<file path="src/rtl/fir_win_acc.sv">
// Sliding-window complex accumulator with scaled, narrowed results queued in a small output FIFO.
// Optional macro FIR_WIN_ACC_SAT_EN selects saturating narrowing; undefined keeps the low OUT_W bits.
module fir_win_acc #(
    parameter int DATA_W    = 16,
    parameter int OUT_W     = 16,
    parameter int MAX_WIN   = 64,
    parameter int OUT_DEPTH = 4
) (
    input  logic                       clk,
    input  logic                       rst_n,
    input  logic                       flush,
    input  logic [$clog2(MAX_WIN):0]   cfg_win_len,
    input  logic [4:0]                 cfg_shift,
    input  logic                       in_valid,
    input  logic [DATA_W-1:0]          in_re,
    input  logic [DATA_W-1:0]          in_im,
    output logic                       out_valid,
    input  logic                       out_ready,
    output logic [OUT_W-1:0]           out_re,
    output logic [OUT_W-1:0]           out_im,
    output logic                       overrun
);
    localparam int LW    = $clog2(MAX_WIN);
    localparam int ACC_W = DATA_W + LW;
    localparam int FW    = $clog2(OUT_DEPTH);

    localparam logic S_FILL = 1'b0;
    localparam logic S_RUN  = 1'b1;

    logic                     r_state;
    logic [LW:0]              r_win_len;
    logic [4:0]               r_shift;
    logic [DATA_W-1:0]        r_buf_re [MAX_WIN];
    logic [DATA_W-1:0]        r_buf_im [MAX_WIN];
    logic [LW-1:0]            r_wr_ptr;
    logic [LW:0]              r_fill_cnt;
    logic signed [ACC_W-1:0]  r_acc_re;
    logic signed [ACC_W-1:0]  r_acc_im;
    logic                     r_pend;
    logic [OUT_W-1:0]         r_fifo_re [OUT_DEPTH];
    logic [OUT_W-1:0]         r_fifo_im [OUT_DEPTH];
    logic [FW-1:0]            r_rd;
    logic [FW-1:0]            r_wr;
    logic [FW:0]              r_cnt;
    logic                     r_overrun;

    logic                     w_take;
    logic [LW-1:0]            w_old_idx;
    logic signed [ACC_W-1:0]  w_new_re, w_new_im, w_old_re, w_old_im;
    logic signed [ACC_W-1:0]  w_acc_re_nxt, w_acc_im_nxt;
    logic signed [ACC_W-1:0]  w_sh_re, w_sh_im;
    logic [LW:0]              w_cnt_nxt;
    logic                     w_full, w_pop, w_push, w_drop;

    function automatic logic [OUT_W-1:0] narrow(input logic [ACC_W-1:0] v);
`ifdef FIR_WIN_ACC_SAT_EN
        if (!v[ACC_W-1] && (|v[ACC_W-2:OUT_W-1]))
            return {1'b0, {(OUT_W-1){1'b1}}};
        else if (v[ACC_W-1] && !(&v[ACC_W-2:OUT_W-1]))
            return {1'b1, {(OUT_W-1){1'b0}}};
        else
            return v[OUT_W-1:0];
`else
        return v[OUT_W-1:0];
`endif
    endfunction

    always_comb begin
        w_take    = in_valid && !flush;
        // At full window length the oldest sample sits at wr_ptr itself.
        w_old_idx = r_wr_ptr - r_win_len[LW-1:0];
        w_new_re  = {{LW{in_re[DATA_W-1]}}, in_re};
        w_new_im  = {{LW{in_im[DATA_W-1]}}, in_im};
        w_old_re  = {{LW{r_buf_re[w_old_idx][DATA_W-1]}}, r_buf_re[w_old_idx]};
        w_old_im  = {{LW{r_buf_im[w_old_idx][DATA_W-1]}}, r_buf_im[w_old_idx]};
        if (r_state == S_RUN) begin
            w_acc_re_nxt = r_acc_re + w_new_re - w_old_re;
            w_acc_im_nxt = r_acc_im + w_new_im - w_old_im;
        end else begin
            w_acc_re_nxt = r_acc_re + w_new_re;
            w_acc_im_nxt = r_acc_im + w_new_im;
        end
        w_cnt_nxt = r_fill_cnt + (LW+1)'(1);
        w_sh_re   = r_acc_re >>> r_shift;
        w_sh_im   = r_acc_im >>> r_shift;
        w_full    = (r_cnt == (FW+1)'(OUT_DEPTH));
        w_pop     = (r_cnt != '0) && out_ready;
        w_push    = r_pend && (!w_full || w_pop);
        w_drop    = r_pend && w_full && !w_pop;
    end

    always_ff @(posedge clk) begin
        if (w_take) begin
            r_buf_re[r_wr_ptr] <= in_re;
            r_buf_im[r_wr_ptr] <= in_im;
        end
        if (w_push) begin
            r_fifo_re[r_wr] <= narrow(w_sh_re);
            r_fifo_im[r_wr] <= narrow(w_sh_im);
        end
    end

    always_ff @(posedge clk or negedge rst_n) begin
        if (!rst_n) begin
            r_state    <= S_FILL;
            r_win_len  <= (LW+1)'(1);
            r_shift    <= '0;
            r_wr_ptr   <= '0;
            r_fill_cnt <= '0;
            r_acc_re   <= '0;
            r_acc_im   <= '0;
            r_pend     <= 1'b0;
            r_rd       <= '0;
            r_wr       <= '0;
            r_cnt      <= '0;
            r_overrun  <= 1'b0;
        end else if (flush) begin
            if (cfg_win_len == '0)
                r_win_len <= (LW+1)'(1);
            else if (cfg_win_len > (LW+1)'(MAX_WIN))
                r_win_len <= (LW+1)'(MAX_WIN);
            else
                r_win_len <= cfg_win_len;
            r_shift    <= (cfg_shift > 5'(ACC_W-1)) ? 5'(ACC_W-1) : cfg_shift;
            r_state    <= S_FILL;
            r_wr_ptr   <= '0;
            r_fill_cnt <= '0;
            r_acc_re   <= '0;
            r_acc_im   <= '0;
            r_pend     <= 1'b0;
            r_rd       <= '0;
            r_wr       <= '0;
            r_cnt      <= '0;
            r_overrun  <= 1'b0;
        end else begin
            r_pend <= 1'b0;
            if (in_valid) begin
                r_acc_re <= w_acc_re_nxt;
                r_acc_im <= w_acc_im_nxt;
                r_wr_ptr <= r_wr_ptr + LW'(1);
                if (r_state == S_FILL) begin
                    r_fill_cnt <= w_cnt_nxt;
                    if (w_cnt_nxt == r_win_len) begin
                        r_state <= S_RUN;
                        r_pend  <= 1'b1;
                    end
                end else begin
                    r_pend <= 1'b1;
                end
            end
            if (w_push)
                r_wr <= r_wr + FW'(1);
            if (w_pop)
                r_rd <= r_rd + FW'(1);
            if (w_push && !w_pop)
                r_cnt <= r_cnt + (FW+1)'(1);
            else if (w_pop && !w_push)
                r_cnt <= r_cnt - (FW+1)'(1);
            if (w_drop)
                r_overrun <= 1'b1;
        end
    end

    assign out_valid = (r_cnt != '0);
    assign out_re    = out_valid ? r_fifo_re[r_rd] : '0;
    assign out_im    = out_valid ? r_fifo_im[r_rd] : '0;
    assign overrun   = r_overrun;
endmodule

</file>
<file path="config.mk">
export PLATFORM = sky130hd
export DESIGN_NAME = fir_win_acc
export DESIGN_NICKNAME = d
export VERILOG_FILES = /design/src/rtl/fir_win_acc.sv
export SDC_FILE = /design/constraint.sdc
export NUM_CORES = 2
export LEC_CHECK = 0
export CELL_PAD_IN_SITES_DETAIL_PLACEMENT = 1
export CELL_PAD_IN_SITES_GLOBAL_PLACEMENT = 2
export CORE_UTILIZATION = 54
export CTS_CLUSTER_DIAMETER = 100
export DETAILED_ROUTE_END_ITERATION = 8
export PLACE_DENSITY_LB_ADDON = 0.1
export SLEW_MARGIN = 20
export SYNTH_ARGS = -nofsm -noshare
export SYNTH_HDL_FRONTEND = slang
export SYNTH_SLANG_ARGS = --single-unit
</file>
<file path="constraint.sdc">
create_clock -name clk -period 10.2 [get_ports clk]
set_input_delay 3.06 -clock clk [delete_from_list [all_inputs] [get_ports clk]]
set_output_delay 3.06 -clock clk [all_outputs]
set_load 0.01 [all_outputs]
</file>
==> impl_summary.log <==
[metrics] outcome: complete, no violations
[metrics] Final Hold Viols: 0
[metrics] Pleak: about 34 nW
[metrics] total power per unit cell area: between 200 and 250 mW/mm²
[metrics] crit end category: flop
[metrics] CTS tree: yes
[metrics] chip height: approximately 420 µm
[metrics] Post-layout nets: 4,913
[metrics] Worst-path clk slew: about 60 ps
[metrics] worst-skew pair later-pin latency: 890 ps
[metrics] count of flip-flops with a built-in enable after synthesis: about 2.2k
[metrics] drt via density: 6.637
[metrics] top cells by area, synth: sky130_fd_sc_hd__edfxtp_1, sky130_fd_sc_hd__mux4_2, sky130_fd_sc_hd__dfrtp_1, sky130_fd_sc_hd__ha_1, sky130_fd_sc_hd__mux2i_1
[metrics] Worst Clk Skew: 47.07 ps
[metrics] maximum number of pins on one net before global-route repair: 86
[metrics] synth-to-layout area growth: 12.13%
[metrics] DP HPWL: 147,300 µm
[metrics] synthesized instance count: 4,529
[metrics] worst path bufs/invs: 4
[metrics] dominant register cell in the synthesized netlist: sky130_fd_sc_hd__edfxtp_1
[metrics] flip-flop and latch count after synthesis: roughly 2.3k
[metrics] reg2reg setup slack: 2550 ps
[metrics] global-route wire length before repair: 364,100 µm
[metrics] worst-case reg-to-reg path depth: 19
[metrics] fraction of synthesis flops using an asynchronous set or reset pin: between 3 and 4%
[metrics] number of library cell types mapped by synthesis: 69
[metrics] kind of path behind the tightest hold check: flop to flop
[metrics] part of the Yosys area used for sequential elements: 72.52%
[metrics] fillcell total: about 14k
[metrics] launch instance of the worst min-delay path: overrun
[metrics] Congestion Overflow GR: 0
[metrics] Final GP Congestion: ~0.85
[metrics] post-synthesis net count: ~4.7k
[metrics] Worst EP required: 10,970 ps
[metrics] Fin Setup TNS: 0 ps
[metrics] cell depth of the worst hold path: 2
[metrics] num rows: roughly 150
[metrics] slowest cell on the critical path: sky130_fd_sc_hd__fa_4
[metrics] DRC violation count after routing: 0
[metrics] cell with the most instances after synthesis: sky130_fd_sc_hd__edfxtp_1
[metrics] clock root buffer: sky130_fd_sc_hd__clkbuf_16
[metrics] Worst Hold End: overrun
[metrics] clock sinks: around 2.3k
[metrics] origin of the worst setup path: r_wr_ptr[1]
[metrics] quantity of gates resized following cts: 0
[metrics] share of Yosys cell area claimed by the top area cell type: 70.39%
[metrics] smallest setup slack after layout: 2546 ps
[metrics] Worst Path Arrival: around 8400 ps
[metrics] Startpoint Class: flop
[metrics] top achievable clock speed: 130.7 MHz
[metrics] CTS Hold Bufs: 0
[metrics] Final Max Tran Viols: 0
[metrics] number of global-route vias before repair: 49.12k
[metrics] critical register-to-register path startpoint: r_wr_ptr[1]
[metrics] antenna-violating nets left: 0
[metrics] most frequent cells after synthesis: sky130_fd_sc_hd__edfxtp_1, sky130_fd_sc_hd__mux4_2, sky130_fd_sc_hd__nor2_1
[metrics] clock buffer count from CTS: between 200 and 250
[metrics] starting density of the core: roughly 55%
[metrics] DRC marker count from the first detailed-route iteration: 5,284
[metrics] WL/cell: roughly 36 µm
[metrics] family with the most delay on the worst path: compound AO/OA/AOI/OAI gates
[metrics] Die Area: between 0.15 and 0.2 mm²
[metrics] worst rel slew slack: 26.79%
[metrics] standard cell area after detailed placement: ~0.097 mm²
[metrics] Port-buffer cells: slightly above 80
[metrics] Synth Warn #: 0
[metrics] width of the die: between 400 and 500 µm
[metrics] post-synthesis cell type with the largest combined area: sky130_fd_sc_hd__edfxtp_1
[metrics] Period Utilization, post-route: approximately three quarters
[metrics] Pwr Total: 23.36 mW
[metrics] final design utilization: 61.22%
[metrics] Critical Path Max Stage Delay: between 1000 and 1500 ps
[metrics] count of max-cap constraint violations: 0
[metrics] total setup violations reported at the end of the flow: 0
[metrics] fin area: about 0.10 mm²
[metrics] WS Path Type: flop to flop
[metrics] worst-case setup slack after placement: ~2000 ps
[metrics] number of antenna violations at the first check in global routing: 18
[metrics] number of placed I/O pins: a little over 80
[metrics] vias post-DR: around 48k
[metrics] slew at the pin closest to its max-slew limit: around 1100 ps
[metrics] endpoint of the worst-slack reg-to-reg timing path: r_acc_im[19]
[metrics] length of the first detailed-routing pass in iterations: 7
[metrics] share of final-layout standard cells stronger than drive strength 1: 26.84%
[metrics] maximum root-to-sink buffer count: 3
[metrics] number of H-tree branching levels: 4
[metrics] number of buffers inserted by post-CTS setup repair: 0
[metrics] total standard cell area after synthesis: 0.09283 mm²
[metrics] Worst VDD drop: about 0.0002 V
[metrics] largest fanout of any net on the critical path: 39
[metrics] setup repair after global routing missed its margin: no
[metrics] post-detailed-routing wire length: about 260,000 µm
[metrics] shortest clock period the worst path allows after layout: 7654 ps
[metrics] CP Cell Sequence: inv_1 -> fa_4 -> buf_12 -> buf_4 -> buf_4 -> mux4_2 -> mux4_2 -> mux2_2 -> a21oi_1 -> ha_1 -> a21o_1 -> a221oi_1 -> nor3b_1 -> o21ai_0 -> a21oi_1 -> o21ai_0 -> xnor2_1 -> mux2i_1 -> a211oi_1
[metrics] total global routing track utilization: a little under a third
[metrics] Avg Synthesized Cell Area: slightly above 20 µm²
[metrics] Core Region: approximately 0.17 mm²
## where the power goes
part | switching (mW) | internal (mW)
logic | 2.91 | 2.23
clock network | 3.51 | 4.40
registers | 0.0749 | 10.2
total | 6.49 | 16.9
## layout by cell type (no fill, tap or decap), types with 74 or more instances in the layout
cell type                   count
sky130_fd_sc_hd__nor2_1       157
sky130_fd_sc_hd__mux2i_1      106
sky130_fd_sc_hd__edfxtp_1    2176
sky130_fd_sc_hd__clkbuf_16    224
sky130_fd_sc_hd__mux4_2       674
sky130_fd_sc_hd__nand2_1      119
sky130_fd_sc_hd__buf_4        153
sky130_fd_sc_hd__dfrtp_1       74
sky130_fd_sc_hd__o21ai_0       96
sky130_fd_sc_hd__a21oi_1      132
sky130_fd_sc_hd__ha_1          98
## worst max path at each step
stage / endpoint / slack (ps) / cells past startpoint
after floorplan: r_acc_im[21] / 3110 / 23
after global placement: r_acc_im[21] / 2070 / 24
after detailed placement: r_acc_im[21] / 2030 / 24
after CTS: r_acc_im[19] / 2660 / 19
after global routing: r_acc_im[19] / 2310 / 19
final: r_acc_im[19] / 2550 / 19
## cell families (layout without fill, tap and decap cells)
| family | after synthesis | after routing | share of synthesized area [%] |
|---|---|---|---|
| flip-flops | 2255 | 2255 | 72.52 |
| multiplexers | 841 | 841 | 18.38 |
| AO/OA/AOI/OAI | 403 | 403 | 2.708 |
| AND/OR/NAND/NOR | 535 | 535 | 2.687 |
| buffers and inverters | 289 | 701 | 1.291 |
| adder cells (fa/ha/maj) | 105 | 105 | 1.464 |
| other | 0 | 3 | 0 |
| XOR/XNOR | 101 | 101 | 0.9529 |
## flip-flops by register name, indices dropped and copies added (netlist names)
| register | count |
|---|---|
| r_shift | 5 |
| r_rd | 2 |
| r_state | 1 |
| r_pend | 1 |
| r_fifo_im | 64 |
| r_cnt | 3 |
| overrun | 1 |
| r_fifo_re | 64 |
| r_buf_im | 1024 |
| r_win_len | 7 |
| r_fill_cnt | 7 |
| r_buf_re | 1024 |
| r_wr_ptr | 6 |
| r_acc_im | 22 |
| r_acc_re | 22 |
| r_wr | 2 |
## routing by layer
metal,wire length (µm),vias up,global-route usage (%)
li1,-,19260,-
met1,105100,25740,42.98
met2,124400,2129,48.09
met3,19840,402,4.778
met4,8067,4,9.602
met5,23,-,0
## tightest hold or removal path, stage by stage (launching register included)
cell,delay (ps)
sky130_fd_sc_hd__dfrtp_1,340
sky130_fd_sc_hd__a21oi_1,40
sky130_fd_sc_hd__nor2_1,70
## area by class of cell
class                      instances  area (µm²)  share of cell area, %
inverter                          52       195.2                 0.1875
timing repair buffer             244        2019                  1.940
tap                             2218        2775                  2.666
clock inverter                   134        1149                  1.103
clock buffer                     271        5782                  5.555
sequential                      2255       67330                  64.68
antenna                            3       7.507               0.007212
multi-input combinational       1985       24840                  23.86
## stage by stage
step	instances	hold slack [ps]
after detailed placement	6754	492.8
after global routing	7162	525.1
after global placement	6754	477.2
final	7162	497.4
after floorplan	4529	502.2
after CTS	7159	507.1
Power figures use the tool's default switching activity.
